<file path="config.mk">
export PLATFORM = sky130hd
export DESIGN_NAME = guess_round_controller
export DESIGN_NICKNAME = d
export VERILOG_FILES = /design/src/rtl/game_pkg.sv /design/src/rtl/game_tick_timer.sv /design/src/rtl/guess_round_controller.sv
export SDC_FILE = /design/constraint.sdc
export NUM_CORES = 1
export LEC_CHECK = 0
export CAP_MARGIN = 20
export CORE_MARGIN = 2
export CORE_UTILIZATION = 35
export DETAILED_ROUTE_END_ITERATION = 10
export DONT_BUFFER_PORTS = 1
export PLACE_DENSITY_LB_ADDON = 0.25
export SLEW_MARGIN = 30
export SYNTH_ARGS = -nofsm -noshare
export SYNTH_HDL_FRONTEND = slang
export SYNTH_SLANG_ARGS = --single-unit
</file>
<file path="constraint.sdc">
create_clock -name clk -period 4.65 [get_ports clk]
set_input_delay 0.93 -clock clk [delete_from_list [all_inputs] [get_ports clk]]
set_output_delay 0.93 -clock clk [all_outputs]
set_load 0.02 [all_outputs]
</file>
<file path="src/rtl/game_pkg.sv">
// game_pkg: shared definitions for the guessing-round controller.
//   state_t    - round FSM states, values are the externally visible state_o codes
//   CODE_*     - special seven-segment display codes (hex nibble n is code n+1)
//   nib2code   - nibble to display code
//   hex_codes  - 16-bit value to four display codes, digit0 in [4:0]
package game_pkg;

    typedef enum logic [2:0] {
        S_SET   = 3'd0,
        S_GUESS = 3'd1,
        S_CMP   = 3'd2,
        S_HINT  = 3'd3,
        S_WIN   = 3'd4
    } state_t;

    localparam logic [4:0] CODE_BLANK = 5'd0;
    localparam logic [4:0] CODE_P     = 5'd17;
    localparam logic [4:0] CODE_L     = 5'd18;
    localparam logic [4:0] CODE_H     = 5'd19;

    function automatic logic [4:0] nib2code(input logic [3:0] nib);
        return {1'b0, nib} + 5'd1;
    endfunction

    function automatic logic [19:0] hex_codes(input logic [15:0] val);
        return {nib2code(val[15:12]), nib2code(val[11:8]),
                nib2code(val[7:4]),   nib2code(val[3:0])};
    endfunction

endpackage

</file>
<file path="src/rtl/game_tick_timer.sv">
// game_tick_timer: counts tick strobes while not cleared and pulses done on
// the TERM-th one, then starts over from zero.
//   clk, rst - clock, asynchronous active-high reset
//   clear    - holds the count at zero; a tick seen while clear is high is dropped
//   tick     - enable strobe to count
//   done     - single-cycle pulse, combinational from the count and tick
module game_tick_timer #(
    parameter int TERM = 3
) (
    input  logic clk,
    input  logic rst,
    input  logic clear,
    input  logic tick,
    output logic done
);

    localparam int CW = (TERM > 1) ? $clog2(TERM) : 1;
    localparam logic [CW-1:0] LAST = CW'(TERM - 1);
    localparam logic [CW-1:0] ONE  = CW'(1);

    logic [CW-1:0] cnt_r;

    assign done = tick & ~clear & (cnt_r == LAST);

    // Tick counter: zero while cleared, wraps to zero on the terminal tick.
    always_ff @(posedge clk or posedge rst) begin
        if (rst) begin
            cnt_r <= {CW{1'b0}};
        end else if (clear) begin
            cnt_r <= {CW{1'b0}};
        end else if (tick) begin
            cnt_r <= done ? {CW{1'b0}} : (cnt_r + ONE);
        end else begin
            cnt_r <= cnt_r;
        end
    end

endmodule

</file>
<file path="src/rtl/guess_round_controller.sv">
// guess_round_controller: sequences one two-player guessing round.
// Player 1 keys a 4-nibble secret in the set phase, player 2 keys guesses in
// the guess phase; each guess is compared and either a high/low hint screen
// or the win screen with the attempt count and a flashing LED follows.
//   clk, rst   - clock, asynchronous active-high reset
//   tick       - slow strobe used for hint timeout and LED flashing
//   digit_we   - write digit_val into entry nibble digit_sel (0 = rightmost)
//   commit     - confirm the current entry; wins over a same-cycle digit_we
//   disp_codes - four registered 5-bit display codes, digit0 in [4:0]
//   state_o    - current FSM state
//   win        - high while in WIN
//   led_flash  - blink phase in WIN, 0 elsewhere
//   attempts   - committed guesses this round, saturating
module guess_round_controller
    import game_pkg::*;
#(
    parameter int HINT_TICKS  = 3,
    parameter int FLASH_TICKS = 4,
    parameter int ATT_W       = 16
) (
    input  logic             clk,
    input  logic             rst,
    input  logic             tick,
    input  logic             digit_we,
    input  logic [1:0]       digit_sel,
    input  logic [3:0]       digit_val,
    input  logic             commit,
    output logic [19:0]      disp_codes,
    output logic [2:0]       state_o,
    output logic             win,
    output logic             led_flash,
    output logic [ATT_W-1:0] attempts
);

    localparam int HINT_TERM = HINT_TICKS;

    localparam logic [ATT_W-1:0] ATT_ZERO = {ATT_W{1'b0}};
    localparam logic [ATT_W-1:0] ATT_ONE  = {{(ATT_W-1){1'b0}}, 1'b1};
    localparam logic [ATT_W-1:0] ATT_MAX  = {ATT_W{1'b1}};

    state_t           state_r, state_nxt_s;
    logic [15:0]      entry_r, entry_nxt_s, entry_wr_s;
    logic [15:0]      secret_r, secret_nxt_s;
    logic [15:0]      guess_r, guess_nxt_s;
    logic [ATT_W-1:0] attempts_r, attempts_nxt_s;
    logic             hint_hi_r, hint_hi_nxt_s;
    logic             led_r, led_nxt_s;
    logic             win_r;
    logic [19:0]      disp_r, disp_nxt_s;
    logic [15:0]      att16_s;
    logic             hint_done_s, flash_done_s;

    // Each timer is held clear outside its own state, so a tick arriving on
    // the cycle a state is entered is never counted.
    game_tick_timer #(.TERM(HINT_TERM)) u_hint_timer (
        .clk   (clk),
        .rst   (rst),
        .clear (state_r != S_HINT),
        .tick  (tick),
        .done  (hint_done_s)
    );

    game_tick_timer #(.TERM(FLASH_TICKS)) u_flash_timer (
        .clk   (clk),
        .rst   (rst),
        .clear (state_r != S_WIN),
        .tick  (tick),
        .done  (flash_done_s)
    );

    // Low 16 bits of the attempt counter for the win screen.
    generate
        if (ATT_W >= 16) begin : g_att_wide
            assign att16_s = attempts_r[15:0];
        end else begin : g_att_narrow
            assign att16_s = {{(16-ATT_W){1'b0}}, attempts_r};
        end
    endgenerate

    // Entry buffer with the requested nibble replaced.
    always_comb begin
        entry_wr_s = entry_r;
        entry_wr_s[{digit_sel, 2'b00} +: 4] = digit_val;
    end

    // Next-state and datapath updates for the round FSM.
    always_comb begin
        state_nxt_s    = state_r;
        entry_nxt_s    = entry_r;
        secret_nxt_s   = secret_r;
        guess_nxt_s    = guess_r;
        attempts_nxt_s = attempts_r;
        hint_hi_nxt_s  = hint_hi_r;
        led_nxt_s      = led_r;
        case (state_r)
            S_SET: begin
                if (commit) begin
                    secret_nxt_s = entry_r;
                    entry_nxt_s  = 16'h0000;
                    state_nxt_s  = S_GUESS;
                end else if (digit_we) begin
                    entry_nxt_s = entry_wr_s;
                end else begin
                    state_nxt_s = S_SET;
                end
            end
            S_GUESS: begin
                if (commit) begin
                    guess_nxt_s    = entry_r;
                    attempts_nxt_s = (attempts_r == ATT_MAX) ? attempts_r
                                                             : (attempts_r + ATT_ONE);
                    state_nxt_s    = S_CMP;
                end else if (digit_we) begin
                    entry_nxt_s = entry_wr_s;
                end else begin
                    state_nxt_s = S_GUESS;
                end
            end
            S_CMP: begin
                if (guess_r == secret_r) begin
                    state_nxt_s = S_WIN;
                end else if (guess_r < secret_r) begin
                    state_nxt_s   = S_HINT;
                    hint_hi_nxt_s = 1'b1;
                end else begin
                    state_nxt_s   = S_HINT;
                    hint_hi_nxt_s = 1'b0;
                end
            end
            S_HINT: begin
                // Commit here only dismisses the hint; it is not a guess.
                if (commit) begin
                    state_nxt_s = S_GUESS;
                end else if (digit_we) begin
                    entry_nxt_s = entry_wr_s;
                    state_nxt_s = S_GUESS;
                end else if (hint_done_s) begin
                    state_nxt_s = S_GUESS;
                end else begin
                    state_nxt_s = S_HINT;
                end
            end
            S_WIN: begin
                if (commit) begin
                    entry_nxt_s    = 16'h0000;
                    secret_nxt_s   = 16'h0000;
                    attempts_nxt_s = ATT_ZERO;
                    led_nxt_s      = 1'b0;
                    state_nxt_s    = S_SET;
                end else if (flash_done_s) begin
                    led_nxt_s = ~led_r;
                end else begin
                    led_nxt_s = led_r;
                end
            end
            default: begin
                state_nxt_s = S_SET;
                led_nxt_s   = 1'b0;
            end
        endcase
    end

    // Display codes derived from the current (registered) state, so the
    // display trails a state or entry change by one clock.
    always_comb begin
        disp_nxt_s = hex_codes(entry_r);
        case (state_r)
            S_SET, S_GUESS, S_CMP: disp_nxt_s = hex_codes(entry_r);
            S_HINT:  disp_nxt_s = {(hint_hi_r ? CODE_H : CODE_L),
                                   CODE_BLANK, CODE_BLANK, CODE_BLANK};
            S_WIN:   disp_nxt_s = hex_codes(att16_s);
            default: disp_nxt_s = hex_codes(entry_r);
        endcase
    end

    // State, datapath and output registers.
    always_ff @(posedge clk or posedge rst) begin
        if (rst) begin
            state_r    <= S_SET;
            entry_r    <= 16'h0000;
            secret_r   <= 16'h0000;
            guess_r    <= 16'h0000;
            attempts_r <= ATT_ZERO;
            hint_hi_r  <= 1'b0;
            led_r      <= 1'b0;
            win_r      <= 1'b0;
            disp_r     <= 20'h08421;
        end else begin
            state_r    <= state_nxt_s;
            entry_r    <= entry_nxt_s;
            secret_r   <= secret_nxt_s;
            guess_r    <= guess_nxt_s;
            attempts_r <= attempts_nxt_s;
            hint_hi_r  <= hint_hi_nxt_s;
            led_r      <= led_nxt_s;
            win_r      <= (state_nxt_s == S_WIN);
            disp_r     <= disp_nxt_s;
        end
    end

    assign state_o    = state_r;
    assign win        = win_r;
    assign led_flash  = led_r;
    assign attempts   = attempts_r;
    assign disp_codes = disp_r;

endmodule

</file>
==> After elaboration in Yosys (flattened, before gate mapping) <==
Cells that the tools add are included.
{ "word_totals": {"reg_bits": 94, "out_inout_bits": 41, "word_cells": 99} }
{ "classes": {"addsub": 12, "n_lt_le_gt_ge": 1, "eq_ne": 17, "shift": 2, "n_mux": 33, "bitwise_logic": 9, "n_reduce_logical": 14} }
{ "op_table": {"columns": ["op", "count"], "rows": [
  ["$mux W16", 7],
  ["$pmux W16 S2", 2],
  ["$pmux W16 S3", 1],
  ["$add A4 B1 Y5 const B", 8],
  ["$pmux W20 S2", 1],
  ["$mux W2", 9],
  ["$mux W3", 6],
  ["$add A16 B1 Y16 const B", 1],
  ["$bwmux W16", 1],
  ["$eq A16 B16 Y1", 1],
  ["$eq A16 B16 Y1 const B", 1],
  ["$lt A16 B16 Y1", 1],
  ["$shift A4 B6 Y16 const A", 1],
  ["$shiftx A4 B6 Y16", 1],
  ["$pmux W3 S5", 1],
  ["$ne A2 B2 Y1 const B", 5],
  ["$reduce_bool A2 Y1", 4],
  ["$eq A3 B2 Y1 const B", 2],
  ["$eq A3 B3 Y1 const B", 2],
  ["$ne A3 B2 Y1 const B", 2],
  ["$neg A4 Y6", 1],
  ["$reduce_and A2 Y1", 3],
  ["$reduce_and A3 Y1", 2],
  ["$not A1 Y1", 5],
  ["12 further kinds", 20]
]} }

==> Depth between registers and ports, before layout <==
{ "depth": {"ltp_word": 9, "mapped_depth": 9, "depth_no_buf": 6} }

==> By module <==
A second synthesis with hierarchy kept.
{ "hier_totals": {"hier_cells": 503, "hier_area_um2": 4954.8} }
{ "by_module_without_submodules": {"columns": ["module", "n_inst", "cells_each", "area_per_inst_um2", "seq_area_each_um2"], "rows": [
  ["guess_round_controller", 1, 482, 4740.8, 2257.2],
  ["game_tick_timer (u_flash_timer)", 1, 11, 111.4, 50.0],
  ["game_tick_timer (u_hint_timer)", 1, 10, 102.6, 50.0]
]} }

==> Worst setup path before layout <==
No wires, ideal clock.
{ "synth_timing": {"kind": "input -> register", "startpoint": "input digit_sel[0]", "endpoint": "register entry_r[8]", "setup_ns": 0.078, "t_arrival_ns": 2.148, "slack_ns": 2.424, "cell_stages": 6, "path_cell_list": "inv_1 ha_1 nor3b_1 nand2_1 or2_2 a21oi_1"} }
{ "synth_between": {"elab_chain_cells": 6} }
{ "synth_rtl": {"columns": ["item", "line", "rtl"], "rows": [
  ["start: declaration", "guess_round_controller.sv:25", "input logic [1:0] digit_sel,"],
  ["$neg A4 Y6 (*)", "guess_round_controller.sv:83", "entry_wr_s[{digit_sel, 2'b00} +: 4] = digit_val;"],
  ["$shiftx A4 B6 Y16 or $shift A4 B6 Y16 (tied branches)", "guess_round_controller.sv:83", null],
  ["$bwmux W16 (*)", "guess_round_controller.sv:83", null],
  ["$mux W16 (*)", "guess_round_controller.sv:101, guess_round_controller.sv:113, guess_round_controller.sv:134", null],
  ["$mux W16 (on tied branches)", "guess_round_controller.sv:108, guess_round_controller.sv:97", null],
  ["$pmux W16 S3 (*)", "guess_round_controller.sv:95", "case (state_r)"],
  ["end signal: assignment", "guess_round_controller.sv:190", "entry_r <= entry_nxt_s;"],
  ["end: declaration", "guess_round_controller.sv:42", "logic [15:0] entry_r, entry_nxt_s, entry_wr_s;"]
]} }
Every way passes the cells marked *; elsewhere a longest branch is shown, timed or not. The select of a mux whose other input is x is not followed.
A chain may end at the register's enable or synchronous reset.

==> Worst setup path after layout <==
{ "layout_timing": {"startpoint": "register state_r[2], in the netlist state_o[2]", "endpoint": "register disp_r[12], in the netlist disp_codes[12]"} }
{ "layout_between": {"elab_chain_cells": 2} }
{ "layout_rtl": {"columns": ["item", "line", "rtl"], "rows": [
  ["start: declaration", "guess_round_controller.sv:41", "state_t state_r, state_nxt_s;"],
  ["start signal: assignment", "guess_round_controller.sv:189", "state_r <= state_nxt_s;"],
  ["$eq A3 B3 Y1 or $eq A3 B2 Y1 (tied branches)", null, null],
  ["$pmux W20 S2 (*)", "guess_round_controller.sv:167", "case (state_r)"],
  ["named net disp_nxt_s[12]", "guess_round_controller.sv:49", "logic [19:0] disp_r, disp_nxt_s;"],
  ["end signal: assignment", "guess_round_controller.sv:197", "disp_r <= disp_nxt_s;"],
  ["end: declaration", "guess_round_controller.sv:49", null]
]} }
Mark *: on every way through the listed nets, which the timed path passes. The rest lies on a longest branch.

==> results.md <==
* CP endpoint: disp_codes[12]
* Synth unique cells at 47
* CTS sink cnt at 94
* Worst setup EP type: flip-flop
* First DRT Iteration DRCs at ~320
* Synth Area in Compound Gates at 0.111
* Post-Synth Simple-Gate Area at 0.251
* Most frequent cells after synthesis: 126 x nand2_1, 90 x dfrtp_1, 35 x a21oi_1, 27 x ha_1
* Final Hold Fails at 0
* CP Data Arrival Time at between 2000 and 3000 ps
* I/O pin total at 52
* Syn_nets at 585
* VDD IR max at 0.000213 V
* CTS Buffer Depth at 2
* First-pass GRT wire length at 20000 um
* Post-synth EDFFs at 0
* Top cells by area, synth: dfrtp_1 45%, nand2_1 9.5%, ha_1 6.8%
* HP Class: reg2reg
* Largest fanout on the critical path at 22
* TritonCTS Buffers at 9
* Via density per instance at approximately 5.3
* # DRC at 0
* Synthesized area per cell at about 9.1 um^2
* Reg2Reg Depth at 6
* Reg-to-reg startpoint: state_o[2]
* Vias in the first global route at between 3k and 4k
* Max_cap viols at 0
* Min cycle time layout at between 2000 and 3000 ps
* XOR/XNOR Fraction of Synth Area at 0.0176
* Finished Layout Cells at between 700 and 800
* Die X at ~120 um
* Reg clk slew, reported paths at approximately 60 ps
* Async S/R FF share, synth at 1.00
* RSZ-0062 raised after global routing: false
* Largest net degree at the start of global routing at 69
* DIE HEIGHT at approximately 120 um
* Gr usage total at 0.171
* YS warnings at 0
* Max Clk Rate at 379 MHz
* Register area share after synthesis at 0.473
* Combinational family with the most area after synthesis: simple AND/OR/NAND/NOR gates
* Final wirelength at between 10000 and 15000 um
* Area grow syn2layout at 8.97%
* Clock Latency Late Sink at ~340 ps
* Cell count after synthesis at ~550
* RD Place Congestion at ~0.87
* CP Launch Point: state_o[2]
* Clock Skew at 5.51 ps
* Die area at roughly 0.015 mm^2
* Final setup fails at 0
* Hold-fix buffers at CTS at 0
* Relative slew slack at 0.426
* Setup CP Type: reg2reg
* CTS tree: built
* Status: complete, no violations
* CORE AREA at around 0.014 mm^2
* Row count at 43
* Initial Util at 0.359
* Initial antenna violation count at 0
* Reg2reg setup slack at 2010 ps
* Post-synthesis mux area share at 0.0387
* Post-CTS resize count at 0
* Top_reg_cell synth: dfrtp_1
* Routed len/inst at between 15 and 20 um
* IO buf count at 0
* Root Driver: clkbuf_16
* Worst Path Required at about 4900 ps
* Fin crit share at 0.567
* Post-synthesis adder-cell area fraction at 0.0678
* Flop and latch count out of synthesis at 94
* P per Cell Area at between 400 and 500 mW/mm^2
* Hold Path Stages at 2
* Final ANT Viol Nets at 0
* Overflow after GRT at 0
* Setup repair bufs after CTS at 0
* R2R Path End: disp_codes[12]
* Slew Viols, Final at 0
* Area leader, netlist: dfrtp_1
* Area of the mapped netlist at between 0.004 and 0.005 mm^2
* Maximum level of the CTS H-tree at 3
* # placed instances at a little over 700
* HPWL after DPL at between 8000 and 9000 um
* Worst Tran Pin Value at 853 ps
* Count leader, synth: nand2_1
* N_diodes at 0
* First drt pass iteration count at 4
* Vias at 3824
* Post-layout net count at ~580
* Yosys top cell area share at 0.452
* Nature of the critical path startpoint: flip-flop
* Total negative slack at 0 ps
* Layout cells sized above 1 at 0.0830
* Leakage at approximately 0.0025 uW
kinds of logic (layout without fill, tap and decap cells):
group / after synthesis / count (layout)
and+or+nand+nor: 256 / 256
DFF: 94 / 94
AOI/OAI and AO/OA: 92 / 92
buffers and inverters: 49 / 44
adders and majority gates: 27 / 27
muxes: 19 / 19
xor gates and xnor gates: 10 / 10
sequential cells by signal, summed over array words and instances, names as in the netlist:
name / flops
disp_codes: 20
u_flash_timer.cnt_r: 2
led_flash: 1
win: 1
state_o: 3
attempts: 16
hint_hi_r: 1
entry_r: 16
guess_r: 16
secret_r: 16
u_hint_timer.cnt_r: 2
critical path: stages (launching register included):
cell and delay (ps):
dfrtp_1 840, nor3b_2 500, buf_4 310, mux2_2 410, ha_1 210, xor2_1 160
nor2_1 60
routing by layer:
layer,track usage,share of wire
met1,0.227,0.48
met2,0.270,0.45
met3,0.0369,0.056
met4,0.0696,0.020
met5,0,0
power breakdown:
part / total [uW] / switching [uW] / internal (uW) / leakage [uW]
Combinational: 705 / 447 / 257 / 0.00105
Clock: 711 / 306 / 405 / 0.000142
Sequential: 1250 / 270 / 984 / 0.00127
Total: 2670 / 1020 / 1650 / 0.00246
placed cells by master (no fill, tap or decap), types with 3 or more instances in the layout:
cell / instances
and3_1: 3
nand2b_1: 9
nor2_1: 26
dfrtp_1: 90
buf_4: 4
a21oi_1: 35
xor2_1: 5
and2_1: 6
inv_1: 23
o21ai_0: 26
clkbuf_16: 9
nand3_1: 20
mux2i_1: 17
nand4_1: 13
nand2_1: 126
nor3_1: 4
a211oi_1: 5
or4_1: 4
ha_1: 27
a21o_1: 3
o211ai_1: 5
or3_1: 4
nor3b_1: 3
or2_2: 14
dfstp_2: 4
o41ai_1: 3
xnor2_1: 5
clkbuf_8: 3
o31ai_1: 7
nand3b_1: 12
metrics by stage:
stage | hold slack, ps | worst slack (ps) | util | area (um^2) | total power [uW]
after floorplan | 445 | 1280 | - | 4980 | 1750
after CTS | 484 | 1840 | 0.391 | 5430 | 2700
after detailed placement | 469 | 1790 | 0.370 | 5140 | 1990
after global placement | 463 | 1840 | 0.370 | 5140 | 1960
final | 483 | 2010 | 0.391 | 5430 | 2670
after global routing | 507 | 1770 | 0.391 | 5430 | 2860
layout make-up:
| type | instances | area (um^2) |
|---|---|---|
| Fill cell | 1398 | 8450 |
| Sequential cell | 94 | 2360 |
| Clock inverter | 3 | 17.5 |
| Clock buffer | 13 | 270 |
| Tap cell | 180 | 225 |
| Multi-Input combinational cell | 404 | 2430 |
| Timing Repair Buffer | 4 | 30.0 |
| Inverter | 24 | 95.1 |
worst min path at each step:
stage / from / end / slack (ps)
after global placement: guess_r[15] / guess_r[15] / 460
after floorplan: secret_r[0] / secret_r[0] / 450
after CTS: guess_r[9] / guess_r[9] / 480
after detailed placement: guess_r[9] / guess_r[9] / 470
after global routing: guess_r[14] / guess_r[14] / 510
final: guess_r[7] / guess_r[7] / 480
(Power assumes the default switching activity.)
